### config.mk
export PLATFORM = sky130hd
export DESIGN_NAME = ip_gpio_multi
export DESIGN_NICKNAME = d
export VERILOG_FILES = /design/src/rtl/ip_gpio_pkg.sv /design/src/rtl/ip_gpio_port.sv /design/src/rtl/ip_gpio_multi.sv
export SDC_FILE = /design/constraint.sdc
export NUM_CORES = 1
export LEC_CHECK = 0
export CAP_MARGIN = 10
export CORE_MARGIN = 8
export CORE_UTILIZATION = 45
export DETAILED_ROUTE_END_ITERATION = 16
export PLACE_DENSITY = 0.7
export REMOVE_ABC_BUFFERS = 1
export SYNTH_ARGS = -nofsm -noshare
export SYNTH_HDL_FRONTEND = slang
export SYNTH_SLANG_ARGS = --single-unit
### constraint.sdc
create_clock -name clk -period 1.65 [get_ports clk]
set_clock_uncertainty 0.15 [all_clocks]
set_input_delay 0.4125 -clock clk [delete_from_list [all_inputs] [get_ports clk]]
set_output_delay 0.4125 -clock clk [all_outputs]
set_load 0.03 [all_outputs]
### src/rtl/ip_gpio_pkg.sv
// Shared constants and helpers for the multi-port GPIO.
package ip_gpio_pkg;

   // Register offsets inside one 4-byte port window
   localparam logic [1:0] GPIO_DATA = 2'd0;
   localparam logic [1:0] GPIO_DIR  = 2'd1;
   localparam logic [1:0] GPIO_STAT = 2'd2;
   localparam logic [1:0] GPIO_IEN  = 2'd3;

   // Upper bound on the number of ports (3-bit port index)
   localparam int GPIO_MAX_PORTS = 8;

   // Port index of an address relative to the block base (base is 4-aligned)
   function automatic logic [2:0] gpio_port_idx(input logic [7:0] addr,
                                                input logic [7:0] base);
      logic [7:0] rel;
      rel = addr - base;
      return rel[4:2];
   endfunction

endpackage

### src/rtl/ip_gpio_port.sv
// One 8-bit GPIO port: output latch, direction, input synchroniser,
// rising-edge status with write-1-to-clear, interrupt enable and read mux.
module ip_gpio_port
   import ip_gpio_pkg::*;
#(
   parameter int SYNC_STAGES = 2
) (
   input  logic       clk,
   input  logic       n_reset,
   input  logic       wr_en,
   input  logic [1:0] offset,
   input  logic [7:0] wdata,
   input  logic [7:0] gpi,
   output logic [7:0] gpo,
   output logic [7:0] gpo_oe,
   output logic [7:0] rdata,
   output logic       irq_local
);

   logic [7:0]                  data_q, data_d;
   logic [7:0]                  dir_q, dir_d;
   logic [7:0]                  stat_q, stat_d;
   logic [7:0]                  ien_q, ien_d;
   logic [SYNC_STAGES-1:0][7:0] sync_q, sync_d;
   logic [7:0]                  prev_q, prev_d;
   logic [7:0]                  sync_now;
   logic [7:0]                  rise;
   logic [7:0]                  clr_mask;

   assign sync_now = sync_q[SYNC_STAGES-1];
   // prev tracks the synchronised pin regardless of direction, so a DIR
   // change never fabricates an edge.
   assign rise     = sync_now & ~prev_q & ~dir_q;

   // Next-state: register writes, synchroniser shift, edge capture (set beats clear)
   always_comb begin
      data_d   = data_q;
      dir_d    = dir_q;
      ien_d    = ien_q;
      clr_mask = 8'h00;
      if (wr_en) begin
         case (offset)
            GPIO_DATA: data_d   = wdata;
            GPIO_DIR:  dir_d    = wdata;
            GPIO_STAT: clr_mask = wdata;
            default:   ien_d    = wdata;
         endcase
      end
      stat_d = (stat_q & ~clr_mask) | rise;
      sync_d = {sync_q[SYNC_STAGES-2:0], gpi};
      prev_d = sync_now;
   end

   // State registers with asynchronous clear
   always_ff @(posedge clk or negedge n_reset) begin
      if (!n_reset) begin
         data_q <= '0;
         dir_q  <= '0;
         stat_q <= '0;
         ien_q  <= '0;
         sync_q <= '0;
         prev_q <= '0;
      end else begin
         data_q <= data_d;
         dir_q  <= dir_d;
         stat_q <= stat_d;
         ien_q  <= ien_d;
         sync_q <= sync_d;
         prev_q <= prev_d;
      end
   end

   // Read view of the selected register; DATA mixes latch and pin by direction
   always_comb begin
      case (offset)
         GPIO_DATA: rdata = (data_q & dir_q) | (sync_now & ~dir_q);
         GPIO_DIR:  rdata = dir_q;
         GPIO_STAT: rdata = stat_q;
         default:   rdata = ien_q;
      endcase
   end

   assign gpo       = data_q;
   assign gpo_oe    = dir_q;
   assign irq_local = |(stat_q & ien_q);

endmodule

### src/rtl/ip_gpio_multi.sv
// Multi-port GPIO bus slave: address decode, per-port instances,
// registered read response (one-cycle ready pulse) and registered IRQ.
module ip_gpio_multi
   import ip_gpio_pkg::*;
#(
   parameter logic [7:0] IO_BASE     = 8'h10,
   parameter int         PORTS       = 2,
   parameter int         SYNC_STAGES = 2
) (
   input  logic                 clk,
   input  logic                 n_reset,
   input  logic [15:0]          bus_address,
   input  logic                 bus_io_read,
   input  logic                 bus_io_write,
   input  logic [7:0]           bus_write_data,
   output logic                 bus_read_ready,
   output logic [7:0]           bus_read_data,
   output logic [8*PORTS-1:0]   gpo,
   output logic [8*PORTS-1:0]   gpo_oe,
   input  logic [8*PORTS-1:0]   gpi,
   output logic                 irq
);

   localparam logic [8:0] ADDR_END = 9'(IO_BASE) + 9'(4 * PORTS);

   if (PORTS < 1 || PORTS > GPIO_MAX_PORTS) begin : g_bad_ports
      $error("ip_gpio_multi: PORTS must be 1..8");
   end
   if (SYNC_STAGES < 2 || SYNC_STAGES > 4) begin : g_bad_sync
      $error("ip_gpio_multi: SYNC_STAGES must be 2..4");
   end
   if (IO_BASE[1:0] != 2'b00) begin : g_bad_align
      $error("ip_gpio_multi: IO_BASE must be a multiple of 4");
   end
   if (32'(IO_BASE) + 4 * PORTS > 256) begin : g_bad_range
      $error("ip_gpio_multi: register window exceeds the 8-bit I/O space");
   end

   logic [7:0]            addr8;
   logic                  hit;
   logic [2:0]            port_idx;
   logic [PORTS-1:0][7:0] port_rdata;
   logic [PORTS-1:0]      port_irq;
   logic [7:0]            rd_mux;
   logic                  unused_addr_hi;

   logic                  rd_valid_q, rd_valid_d;
   logic [7:0]            rd_data_q, rd_data_d;
   logic                  irq_q, irq_d;

   assign addr8          = bus_address[7:0];
   assign unused_addr_hi = ^bus_address[15:8];
   assign hit            = ({1'b0, addr8} >= {1'b0, IO_BASE}) && ({1'b0, addr8} < ADDR_END);
   assign port_idx       = gpio_port_idx(addr8, IO_BASE);

   for (genvar p = 0; p < PORTS; p++) begin : g_port
      logic wr_sel;
      assign wr_sel = bus_io_write && hit && (port_idx == 3'(p));
      ip_gpio_port #(.SYNC_STAGES(SYNC_STAGES)) u_port (
         .clk       (clk),
         .n_reset   (n_reset),
         .wr_en     (wr_sel),
         .offset    (addr8[1:0]),
         .wdata     (bus_write_data),
         .gpi       (gpi[8*p +: 8]),
         .gpo       (gpo[8*p +: 8]),
         .gpo_oe    (gpo_oe[8*p +: 8]),
         .rdata     (port_rdata[p]),
         .irq_local (port_irq[p])
      );
   end

   // Select the addressed port's read value and prepare the response/IRQ flops
   always_comb begin
      rd_mux = 8'h00;
      for (int p = 0; p < PORTS; p++) begin
         if (port_idx == 3'(p)) rd_mux = port_rdata[p];
      end
      rd_valid_d = bus_io_read && hit;
      rd_data_d  = rd_valid_d ? rd_mux : 8'h00;
      irq_d      = |port_irq;
   end

   // Response and IRQ registers; reset kills any pending read at once
   always_ff @(posedge clk or negedge n_reset) begin
      if (!n_reset) begin
         rd_valid_q <= 1'b0;
         rd_data_q  <= 8'h00;
         irq_q      <= 1'b0;
      end else begin
         rd_valid_q <= rd_valid_d;
         rd_data_q  <= rd_data_d;
         irq_q      <= irq_d;
      end
   end

   assign bus_read_ready = rd_valid_q;
   assign bus_read_data  = rd_data_q;
   assign irq            = irq_q;

endmodule

Yosys cells after proc, flatten, opt, wreduce, memory -nomap -nowiden
Cells that the tools add are included.
Widths: inputs -> output; s select.
{"block": "word_totals", "ff_bits": 122, "input_bits": 44, "out_inout_bits": 42, "word_cells": 69}
{"block": "op_classes", "n_addsub": 1, "order_cmp": 2, "eq_ne": 3, "mux": 8, "bitwise_logic": 23, "reduce_logical": 15}
{"cell": "$and 8x8->8", "count": 12}
{"cell": "$mux 8", "count": 6}
{"cell": "$not 8->8", "count": 6}
{"cell": "$pmux 8 s3", "count": 2}
{"cell": "$or 8x8->8", "count": 4}
{"cell": "$reduce_or 16->1", "count": 1}
{"cell": "$reduce_and 2->1", "count": 6}
{"cell": "$ge 8x5->1 const B", "count": 1}
{"cell": "$lt 8x5->1 const B", "count": 1}
{"cell": "$logic_and 1x1->1", "count": 5}
{"cell": "$sub 5x5->5 const B", "count": 1}
{"cell": "$eq 3x1->1 const B", "count": 1}
{"cell": "$logic_not 3->1", "count": 1}
{"cell": "$reduce_or 3->1", "count": 1}
{"cell": "$eq 2x1->1 const B", "count": 1}
{"cell": "$eq 2x2->1 const B", "count": 1}
{"cell": "$logic_not 2->1", "count": 1}
{"cell": "$not 1->1", "count": 1}

Longest topological paths before layout
{"block": "depth", "ltp_word": 8, "ltp_mapped": 6, "mapped_depth_nobuf": 4}

By module
A second synthesis with hierarchy kept.
{"block": "unflattened", "cells_unflattened": 358, "hier_area_um2": 5046.1}
{"mod": "ip_gpio_port", "instances": 2, "cells_each": 161, "area_each_um2": 2298.5, "seq_area_each_um2": 1401.3}
{"mod": "ip_gpio_multi", "instances": 1, "cells_each": 36, "area_each_um2": 449.2, "seq_area_each_um2": 250.2}

Least setup slack after synthesis
Ideal clock, no wire load.
{"block": "synth_timing", "path_type": "input to register", "from": "input bus_address[7]", "to": "register g_port[0].u_port.ien_q[0]", "setup_ps": 125, "arrival_ps": 2048, "required_time_ps": 1375, "slack_ps": -672, "path_stages": 4, "path_buffers": 0, "cell_sequence": "or4b_4 > or3_4 > nor3_4 > mux2_2"}
{"block": "synth_between", "elab_chain_len": 5, "word_cells_on_any_way": 6, "classes_between": "order compare (2); reduce/logical (4)"}
{"element": "from (decl)", "line_no": "ip_gpio_multi.sv:12", "rtl": "input logic [15:0] bus_address,"}
{"element": "$ge 8x5->1 or $lt 8x5->1 (tied branches)", "line_no": "ip_gpio_multi.sv:53", "rtl": "assign hit = ({1'b0, addr8} >= {1'b0, IO_BASE}) && ({1'b0, addr8} < ADDR_END);"}
{"element": "$logic_and 1x1->1 (*)", "line_no": "ip_gpio_multi.sv:53"}
{"element": "$logic_and 1x1->1 (*) (2 in series)", "line_no": "ip_gpio_multi.sv:58", "rtl": "assign wr_sel = bus_io_write && hit && (port_idx == 3'(p));"}
{"element": "$reduce_and 2->1 (no source line) (*)"}
{"element": "to (signal assigned)", "line_no": "ip_gpio_port.sv:67", "rtl": "ien_q <= ien_d;"}
{"element": "to (decl)", "line_no": "ip_gpio_port.sv:23", "rtl": "logic [7:0] ien_q, ien_d;"}
Mark *: on every way between the ends. The rest lies on a longest branch, timed or not.
A chain may end at the register's enable or synchronous reset.

Final worst setup path
{"block": "layout_timing", "from": "input bus_address[5]", "to": "register g_port[0].u_port.data_q[2]"}
{"block": "layout_between", "elab_chain_len": 5, "word_cells_on_any_way": 6, "classes_between": "order compare (2); reduce/logical (4)"}
{"element": "$ge 8x5->1 or $lt 8x5->1 (tied branches)", "line_no": "ip_gpio_multi.sv:53"}
{"element": "$logic_and 1x1->1 (*)", "line_no": "ip_gpio_multi.sv:53"}
{"element": "$logic_and 1x1->1 (*) (2 in series)", "line_no": "ip_gpio_multi.sv:58"}
{"element": "$reduce_and 2->1 (no source line) (*)"}
{"element": "to (signal assigned)", "line_no": "ip_gpio_port.sv:64", "rtl": "data_q <= data_d;"}
{"element": "to (decl)", "line_no": "ip_gpio_port.sv:20", "rtl": "logic [7:0] data_q, data_d;"}
Marked as above.

==> results.sh <==
export IMPL_finalSetupViolCount=79
export IMPL_cts_sinks=122
export IMPL_slew_headroom_pct=73.5
export IMPL_synthCells=372
export IMPL_vias=3822
export IMPL_ios=86
export IMPL_synth_area_top_cells="dfrtp_1 63%, mux2_2 11%, a22o_1 3.2%"
export IMPL_hp_class="primary input to register"
export IMPL_numCtsBuffers=17
export IMPL_io_buffers=77
export IMPL_cp_end_kind="register"
export IMPL_finish_utilization_pct=69.1
export IMPL_violations="setup timing"
export IMPL_placedInstanceArea_sq_um=6170
export IMPL_maxSlewViolCount=0
export IMPL_place_inst=626
export IMPL_wl_per_cell_um=20.1
export IMPL_drive_above_1_share_pct=43.9
export IMPL_rows=38
export IMPL_layout_common_cells="110 x dfrtp_1, 73 x buf_4, 42 x buf_6"
export IMPL_ctsLongestPathBuffers=2
export IMPL_worstPathMaxFanout=4
export IMPL_outcome="complete, but fails checks"
export IMPL_dp_hpwl_mm=9.06
export IMPL_ant_nets=0
export IMPL_die_h_um=120
export IMPL_dieArea_sq_um=14400
export IMPL_ys_warn_count=0
export IMPL_clk_pin_slew_ns=0.06
export IMPL_worst_setup_path_type="primary input to register"
export IMPL_design_area_sq_um=7390
export IMPL_root_buffer="clkbuf_8"
export IMPL_start_util_pct=45.3
export IMPL_antenna_cells=0
export IMPL_finalWirelength_mm=14.0
export IMPL_coreArea_sq_um=10700
export IMPL_syn2layout_area_growth_pct=52.3
export IMPL_total_power_uw=7770
export IMPL_grt_overflow=0
export IMPL_yosysSeqAreaShare_pct=62.9
export IMPL_vdd_drop_max_mv=1.22
export IMPL_synth_cell_types=28
export IMPL_layout_cells_non_filler=696
export IMPL_grt_max_degree=53
export IMPL_finalWorstSetupSlack_ns=-0.296
export IMPL_clock_latency_ns=0.52
export IMPL_synth_top_area_share_pct=62.9
export IMPL_htreeDepth=4
export IMPL_seq_area_sq_um=3070
export IMPL_netlist_area_sq_um=4850
export IMPL_drt_vias_per_instance=5.49
export IMPL_grt_pass1_vias=4194
export IMPL_cp_required_ns=1.90
export IMPL_fin_crit_ns=1.95
export IMPL_ys_seq_elements=122
export IMPL_arrival_ns=2.19
export IMPL_synth_top_cell_by_area="dfrtp_1"
export IMPL_power_density_nw_per_um2=1050
export IMPL_routabilityCongestion=0.846
export IMPL_multi_input_area_sq_um=1940
export IMPL_drtIter0Drc=226
export IMPL_whs_ns=0.178
export IMPL_mostFrequentLayoutCell="dfrtp_1"
export IMPL_drv_cap=0
export IMPL_layout_nets=587
export IMPL_grt_setup_unrepaired="yes"
export IMPL_fin_crit_sh_pct=118
export IMPL_first_pass_iters=4
export IMPL_reg2reg_slack_ns=0
export IMPL_tightestPinTransition_ns=0.397
export IMPL_track_usage_pct=20.5
export IMPL_fmax_mhz=514
export IMPL_start_kind="primary input"
export IMPL_syn_area_per_cell_sq_um=13.0
export IMPL_num_fill_cells=732
export IMPL_drc_errors=0
export IMPL_grt_pass1_wl_mm=22.7
export IMPL_p_leak_uw=0.00333
export IMPL_cts_tree="yes"
export IMPL_hold_violations=0
export IMPL_antenna_found_initial=0
export IMPL_die_w_um=120
registers in the layout, indices dropped and copies added (netlist names):
register	cells
bus_read_data	8
bus_read_ready	1
g_port.u_port.gpo	16
g_port.u_port.gpo_oe	16
g_port.u_port.ien_q	16
g_port.u_port.prev_d	16
g_port.u_port.prev_q	16
g_port.u_port.stat_q	16
g_port.u_port.sync_d	16
irq	1
logic make-up after synthesis:
| logic type | Yosys count | share of synthesized area [%] |
|---|---|---|
| muxes | 56 | 12.8 |
| buffers and inverters | 14 | 1.08 |
| DFF | 122 | 62.9 |
| AOI/OAI and AO/OA | 72 | 10.7 |
| and+or+nand+nor | 108 | 12.5 |
cell type report:
cell class | count | area share [%]
tap | 140 | 2.37
multi-input combinational | 236 | 26.3
clock buffer | 21 | 6.21
clock inverter | 11 | 1.95
sequential | 122 | 41.5
inverter | 3 | 0.152
timing repair buffer | 163 | 21.5
report_power, final:
part,internal [uW],total [uW],switching (uW)
registers,3130,3220,89.8
logic,411,842,431
clock network,2410,3710,1300
total,5950,7770,1820
Yosys cell counts:
master / count
nor2_1: 25
nor4_2: 2
nand3b_1: 2
mux2i_1: 8
a21oi_1: 16
or4b_4: 1
o22ai_1: 8
nand4_2: 2
nor3b_1: 10
inv_2: 1
buf_1: 1
nand2b_1: 9
nor2b_1: 8
a22o_1: 18
a221oi_1: 4
nand4_1: 1
o21bai_1: 8
nand2_1: 27
a21o_1: 2
inv_1: 2
dfrtp_1: 122
or3_4: 1
nor3_4: 3
a2111oi_0: 8
mux2_2: 48
a31oi_1: 8
clkbuf_1: 10
nor3_1: 17
metal layers:
layer / wire, um / vias to the layer above / GRT usage (%)
met5: 0 / - / 0
met4: 421 / 0 / 9.13
met3: 892 / 40 / 7.00
met2: 7100 / 143 / 33.1
met1: 5570 / 1929 / 24.5
li1: - / 1710 / -
final timing paths:
| check | depth (start not counted) | start | to |
|---|---|---|---|
| max reg2reg | 7 | g_port[0].u_port.gpo[1]$_DFFE_PN0P_ | bus_read_data[1]$_DFF_PN0_ |
| min | 1 | gpi[15] | g_port[1].u_port.sync_d[15]$_DFF_PN0_ |
| max | 6 | bus_address[5] | g_port[0].u_port.gpo[2]$_DFFE_PN0P_ |
| max in group asynchronous | 3 | n_reset | g_port[0].u_port.gpo[5]$_DFFE_PN0P_ |
| min in group asynchronous | 3 | n_reset | g_port[1].u_port.gpo_oe[0]$_DFFE_PN0P_ |
| min reg2reg | 0 | g_port[1].u_port.sync_d[10]$_DFF_PN0_ | g_port[1].u_port.prev_d[2]$_DFF_PN0_ |
worst max-delay path, cell delays in order:
cell	delay, ns
buf_6	0.09
or4b_4	0.55
or3_4	0.43
nor3_4	0.23
buf_6	0.17
mux2_4	0.30
what timing repair did:
item                                    in CTS  in global routing
pin swaps                                    6                  5
hold buffers                                 1                  0
gates cloned                                 0                  0
buffers inserted                            32                  8
endpoints found under the setup margin     113                107
gates resized for setup                    154                 22
hold endpoints to repair                   122                  0
metrics by stage:
stage | setup slack [ns] | TNS (ns)
5_1_grt | -0.300 | -14.70
4_1_cts | -0.329 | -11.81
2_1_floorplan | -0.672 | -34.46
3_5_place_dp | -1.11 | -69.67
6_report | -0.296 | -12.50
3_3_place_gp | -1.09 | -69.76
Note: power is estimated with default switching activity, not from simulation.
